File: src/rtl/pulse_len_pkg.sv
// Shared types, length constants and the length-to-value rule for the pulse-length decoder.
package pulse_len_pkg;

  typedef enum logic [2:0] {
    ARM      = 3'd0,
    IDLE     = 3'd1,
    MEASURE  = 3'd2,
    WAIT_RDY = 3'd3,
    SEND     = 3'd4,
    WAIT_ACK = 3'd5
  } state_e;

  localparam int unsigned NUM_W_DEF = 2;
  localparam int unsigned MIN_LEN   = 2;

  function automatic int unsigned max_len(input int unsigned num_w);
    return 32'd1 << (num_w + 1);
  endfunction

  localparam int unsigned MAX_LEN = max_len(NUM_W_DEF);
  localparam int unsigned SAT_LEN = MAX_LEN + 1;

  // Even lengths give len/2-1; odd lengths round up to the next even length.
  function automatic int unsigned len_to_num(input int unsigned len);
    return ((len + 1) / 2) - 1;
  endfunction

endpackage

File: src/rtl/pulse_len_decoder_meter.sv
// Saturating high-time counter with length classification for the pulse-length decoder.
module pulse_meter
  import pulse_len_pkg::*;
#(
  parameter int NUM_W = NUM_W_DEF,
  parameter int CNT_W = NUM_W + 2
) (
  input  logic             clock_i,
  input  logic             reset_i,
  input  logic             in_i,
  input  logic             start_i,
  input  logic             run_i,
  output logic [CNT_W-1:0] cnt_o,
  output logic             even_ok_o,
  output logic             odd_ok_o,
  output logic             overlong_o
);

  localparam int unsigned    MAX_L = max_len(NUM_W);
  localparam logic [CNT_W-1:0] MIN_C = CNT_W'(MIN_LEN);
  localparam logic [CNT_W-1:0] MAX_C = CNT_W'(MAX_L);
  localparam logic [CNT_W-1:0] SAT_C = CNT_W'(MAX_L + 1);

  logic [CNT_W-1:0] cnt_q, cnt_d;

  // Saturation parks the count one past the longest legal pulse, so it never wraps.
  always_comb begin
    cnt_d = cnt_q;
    if (start_i && in_i) begin
      cnt_d = CNT_W'(1);
    end else if (run_i && in_i && (cnt_q != SAT_C)) begin
      cnt_d = cnt_q + CNT_W'(1);
    end
  end

  always_ff @(posedge clock_i) begin
    if (reset_i) begin
      cnt_q <= '0;
    end else begin
      cnt_q <= cnt_d;
    end
  end

  assign cnt_o      = cnt_q;
  assign overlong_o = (cnt_q == SAT_C);
  assign even_ok_o  = !cnt_q[0] && (cnt_q >= MIN_C) && (cnt_q <= MAX_C);
  assign odd_ok_o   = cnt_q[0] && (cnt_q < MAX_C);

endmodule

File: src/rtl/pulse_len_decoder.sv
// Pulse-length decoder: measures high pulses and offers numero on the dav_/rfd link.
// Build option: define ODD_ROUND_EN to round odd lengths up instead of rejecting them.
module pulse_len_decoder
  import pulse_len_pkg::*;
#(
  parameter int NUM_W = NUM_W_DEF,
  parameter int CNT_W = NUM_W + 2
) (
  input  logic             clock,
  input  logic             reset,
  input  logic             in,
  input  logic             rfd,
  output logic             dav_,
  output logic [NUM_W-1:0] numero,
  output logic             err
);

  // Handshake: we raise data-available (dav_=0) only after seeing rfd=1, hold
  // numero until the consumer drops rfd, then release dav_ and wait for rfd to
  // rise again before arming for the next pulse.
  state_e           state_q, state_d;
  logic             dav_q, dav_d;
  logic [NUM_W-1:0] numero_q, numero_d;
  logic             err_q, err_d;

  logic             start, run;
  logic [CNT_W-1:0] cnt;
  logic             even_ok, odd_ok, overlong;
  logic             accept;

  pulse_meter #(
    .NUM_W(NUM_W),
    .CNT_W(CNT_W)
  ) u_meter (
    .clock_i   (clock),
    .reset_i   (reset),
    .in_i      (in),
    .start_i   (start),
    .run_i     (run),
    .cnt_o     (cnt),
    .even_ok_o (even_ok),
    .odd_ok_o  (odd_ok),
    .overlong_o(overlong)
  );

`ifdef ODD_ROUND_EN
  assign accept = (even_ok || odd_ok) && !overlong;
`else
  assign accept = even_ok;
  logic unused_odd;
  assign unused_odd = odd_ok ^ overlong;
`endif

  always_comb begin
    state_d  = state_q;
    dav_d    = dav_q;
    numero_d = numero_q;
    err_d    = 1'b0;
    start    = 1'b0;
    run      = 1'b0;
    case (state_q)
      ARM:      if (!in) state_d = IDLE;
      IDLE: begin
        if (in) begin
          start   = 1'b1;
          state_d = MEASURE;
        end
      end
      MEASURE: begin
        if (in) begin
          run = 1'b1;
        end else if (accept) begin
          numero_d = NUM_W'(len_to_num(32'(cnt)));
          state_d  = WAIT_RDY;
        end else begin
          err_d   = 1'b1;
          state_d = IDLE;
        end
      end
      WAIT_RDY: begin
        if (rfd) begin
          dav_d   = 1'b0;
          state_d = SEND;
        end
      end
      SEND: begin
        if (!rfd) begin
          dav_d   = 1'b1;
          state_d = WAIT_ACK;
        end
      end
      WAIT_ACK: if (rfd) state_d = ARM;
      default:  state_d = ARM;
    endcase
  end

  always_ff @(posedge clock) begin
    if (reset) begin
      state_q  <= ARM;
      dav_q    <= 1'b1;
      numero_q <= '0;
      err_q    <= 1'b0;
    end else begin
      state_q  <= state_d;
      dav_q    <= dav_d;
      numero_q <= numero_d;
      err_q    <= err_d;
    end
  end

  assign dav_   = dav_q;
  assign numero = numero_q;
  assign err    = err_q;

endmodule

File: config.mk
export PLATFORM = sky130hd
export DESIGN_NAME = pulse_len_decoder
export DESIGN_NICKNAME = d
export VERILOG_FILES = /design/src/rtl/pulse_len_pkg.sv /design/src/rtl/pulse_len_decoder_meter.sv /design/src/rtl/pulse_len_decoder.sv
export SDC_FILE = /design/constraint.sdc
export NUM_CORES = 1
export LEC_CHECK = 0
export CAP_MARGIN = 20
export CORE_MARGIN = 10
export CORE_UTILIZATION = 36
export CTS_BUF_LIST = sky130_fd_sc_hd__clkbuf_8 sky130_fd_sc_hd__clkbuf_16
export CTS_CLUSTER_SIZE = 24
export DETAILED_ROUTE_END_ITERATION = 16
export PLACE_DENSITY = 0.59
export SKIP_CTS_REPAIR_TIMING = 1
export SKIP_LAST_GASP = 1
export SLEW_MARGIN = 20
export SYNTH_ARGS = -nofsm -noshare
export SYNTH_HDL_FRONTEND = slang
export SYNTH_HIERARCHICAL = 1
export SYNTH_SLANG_ARGS = --single-unit
File: constraint.sdc
create_clock -name clock -period 1.9 [get_ports clock]
set_clock_uncertainty 0.05 [all_clocks]
set_input_delay 0.19 -clock clock [delete_from_list [all_inputs] [get_ports clock]]
set_output_delay 0.19 -clock clock [all_outputs]
set_load 0.01 [all_outputs]
==> flow_metrics.py <==
metrics = {
    "critical_path": {
        "startpoint_type": "register",
        "reg2reg_to": "numero[0]",
        "reg2reg_from": "u_meter/cnt_o[1]",
        "path_buf_inv": 0,
        "crit_path_start": "u_meter/cnt_o[1]",
        "critPathCapture": "numero[0]",
        "critPathRequiredTime_ps": 1990,
        "critPathKind": "reg2reg",
        "r2r_slack_ps": 210,
        "cp_cell_sequence": "ha_1 -> nor4_1 -> nor2_1 -> nor2b_1 -> a21oi_1 -> a311oi_1",
        "max_stage_delay_ps": 490,
        "crit_path_end_kind": "register",
        "worst-path-stages": 6,
        "slowest_stage": "dfxtp_1",
        "path_delay_family": "flip-flops",
        "cp_max_fo": 8,
        "rr_worst_depth": 6,
        "crit_arrival_ps": 1790,
    },
    "global_routing": {
        "antenna_found_initial": 0,
        "grt_max_degree": 10,
        "grt_pass1_wl_mm": 2.43,
        "grt_util_all_layers": 0.0759,
        "grt_overflow": 0,
        "grt_pass1_vias": 535,
    },
    "power": {
        "powerDensity_nw_per_um2": 655,
        "vdd.ir_drop.worst_v": 0.000398,
        "p_total_w": 0.000551,
        "intPower_w": 0.000420,
        "clkPwrFrac": 0.416,
        "p_sw_frac": 0.238,
        "p_leak_nw": 0.345,
        "p_sw_w": 0.000131,
        "seqPwrFrac": 0.445,
        "comb_power_share": 0.139,
    },
    "min_path": {
        "hold_path_class": "reg2reg",
    },
    "route": {
        "routedWlPerCell_um": 11.9,
        "wl_mm": 1.40,
        "antenna_left": 0,
        "drc": 0,
        "dr.pass1.iters": 4,
        "via_count": 590,
        "first_iter_violations": 13,
        "viasPerCell": 5.00,
    },
    "die": {
        "rows": 15,
        "core_area_um2": 1710,
        "start_util": 0.377,
        "die_h_um": 62.3,
        "die_w_um": 62.3,
        "ios": 8,
        "dieArea_um2": 3880,
    },
    "clocking": {
        "cts-root-buf": "clkbuf_8",
        "cts_buffer_depth": 2,
        "cts_tree": "done",
        "clkSinkCount": 11,
        "numCtsBuffers": 3,
        "clk_latency_ps": 240,
        "clk_pin_slew_worst_paths_ps": 50,
        "htreeDepth": 1,
    },
    "yosys": {
        "yosysWarnings": 6,
        "netlist_area_um2": 644,
        "syn-instance-count": 75,
        "syn_nets": 83,
        "synth.avg_cell_area_um2": 8.59,
    },
    "placement": {
        "dp_slack_ps": 204,
        "port_buffers": 7,
        "placed_area_um2": 797,
        "hpwl_mm": 1.02,
        "place.gp.congestion": 0.820,
    },
    "final_layout": {
        "nFillCells": 166,
        "diodes": 0,
        "layout.nets": 102,
        "syn_to_final_growth_pct": 30.7,
        "design_area_um2": 842,
        "drive_gt1_frac": 0.183,
    },
    "timing": {
        "rsz0062_at_grt": "false",
        "postLayoutSetupSlackWorst_ps": 205,
        "hold_viol": 0,
        "fin_crit_ps": 1690,
        "setup_viol": 0,
        "tns_ps": 0,
        "maxSlewViolCount": 0,
        "max_slew_margin": 0.799,
        "fin_crit_sh": 0.892,
        "worst_slew_pin_slew_ps": 301,
        "fmax_mhz": 590,
    },
    "job": {
        "drv_cap": 0,
    },
    "status": {
        "outcome": "finished, final reports clean",
    },
}
[layout make-up]
class | instances | area [um^2] | share of cell area
clock inverters | 1 | 3.75 | 0.00446
inverters | 5 | 18.8 | 0.0223
clock buffers | 3 | 41.3 | 0.0490
repair buffers | 16 | 138 | 0.163
well taps | 25 | 31.3 | 0.0371
multi-input cells | 57 | 389 | 0.462
flip-flops and latches | 11 | 220 | 0.262
[registers in the layout, indices dropped and copies added, names as in the netlist]
name           count
dav_               1
u_meter/cnt_o      4
numero             2
err                1
state_q            3
[worst reg2reg max path, delay by kind of cell, from the launching register on]
family,cells,cell delay (ps)
adder cells (fa/ha/maj),1,200
flip-flops,1,490
AO/OA/AOI/OAI,2,370
AND/OR/NAND/NOR,3,490
[worst min path at each step]
stage	from	endpoint	slack (ps)	depth (start not counted)
finish	numero[1]	numero[1]	470	2
global route	numero[1]	numero[1]	500	2
CTS	numero[1]	numero[1]	480	2
detailed placement	numero[1]	numero[1]	470	2
global placement	numero[1]	numero[1]	460	2
floorplan	reset	state_q[0]	210	1
[placed cells by master, fill, tap and decap left out]
cell / instances
a211o_1: 1
a21boi_2: 1
a21oi_1: 9
a221oi_1: 1
a311oi_1: 2
a41oi_1: 1
and2_1: 1
and3_1: 2
and3b_1: 1
buf_4: 9
clkbuf_8: 3
clkdlybuf4s50_1: 7
dfxtp_1: 11
ha_1: 4
inv_1: 4
inv_2: 2
mux2i_1: 1
nand2_1: 3
nand3_1: 3
nand3b_2: 1
nand4_1: 2
nor2_1: 5
nor2b_1: 2
nor3_1: 2
nor3b_2: 1
nor4_1: 1
nor4b_1: 2
o21ai_0: 4
o21bai_1: 2
or3_1: 1
or4_1: 2
xnor2_1: 2
[power groups by stage]
stage	Combinational [W]	Sequential [W]	Clock, W
6_report	0.0000768	0.000245	0.000229
5_1_grt	0.0000846	0.000247	0.000250
4_1_cts	0.0000769	0.000245	0.000241
3_5_place_dp	0.0000766	0.000250	0
3_3_place_gp	0.0000761	0.000250	0
2_1_floorplan	0.0000384	0.000251	0
[per-layer routing]
layer | wire length (um) | vias up | GRT usage
li1 | - | 315 | -
met1 | 730 | 266 | 0.0965
met2 | 590 | 7 | 0.105
met3 | 62 | 2 | 0.0412
met4 | 16 | 0 | 0.0251
met5 | 0 | - | 0
[through the flow]
stage	utilization	hold WS, ps	instances
after floorplan	-	209	75
after global placement	0.467	458	114
after detailed placement	0.467	471	114
after CTS	0.493	477	118
after global routing	0.493	498	118
final	0.493	469	118
No activity file was read; power rests on OpenSTA's default activity.
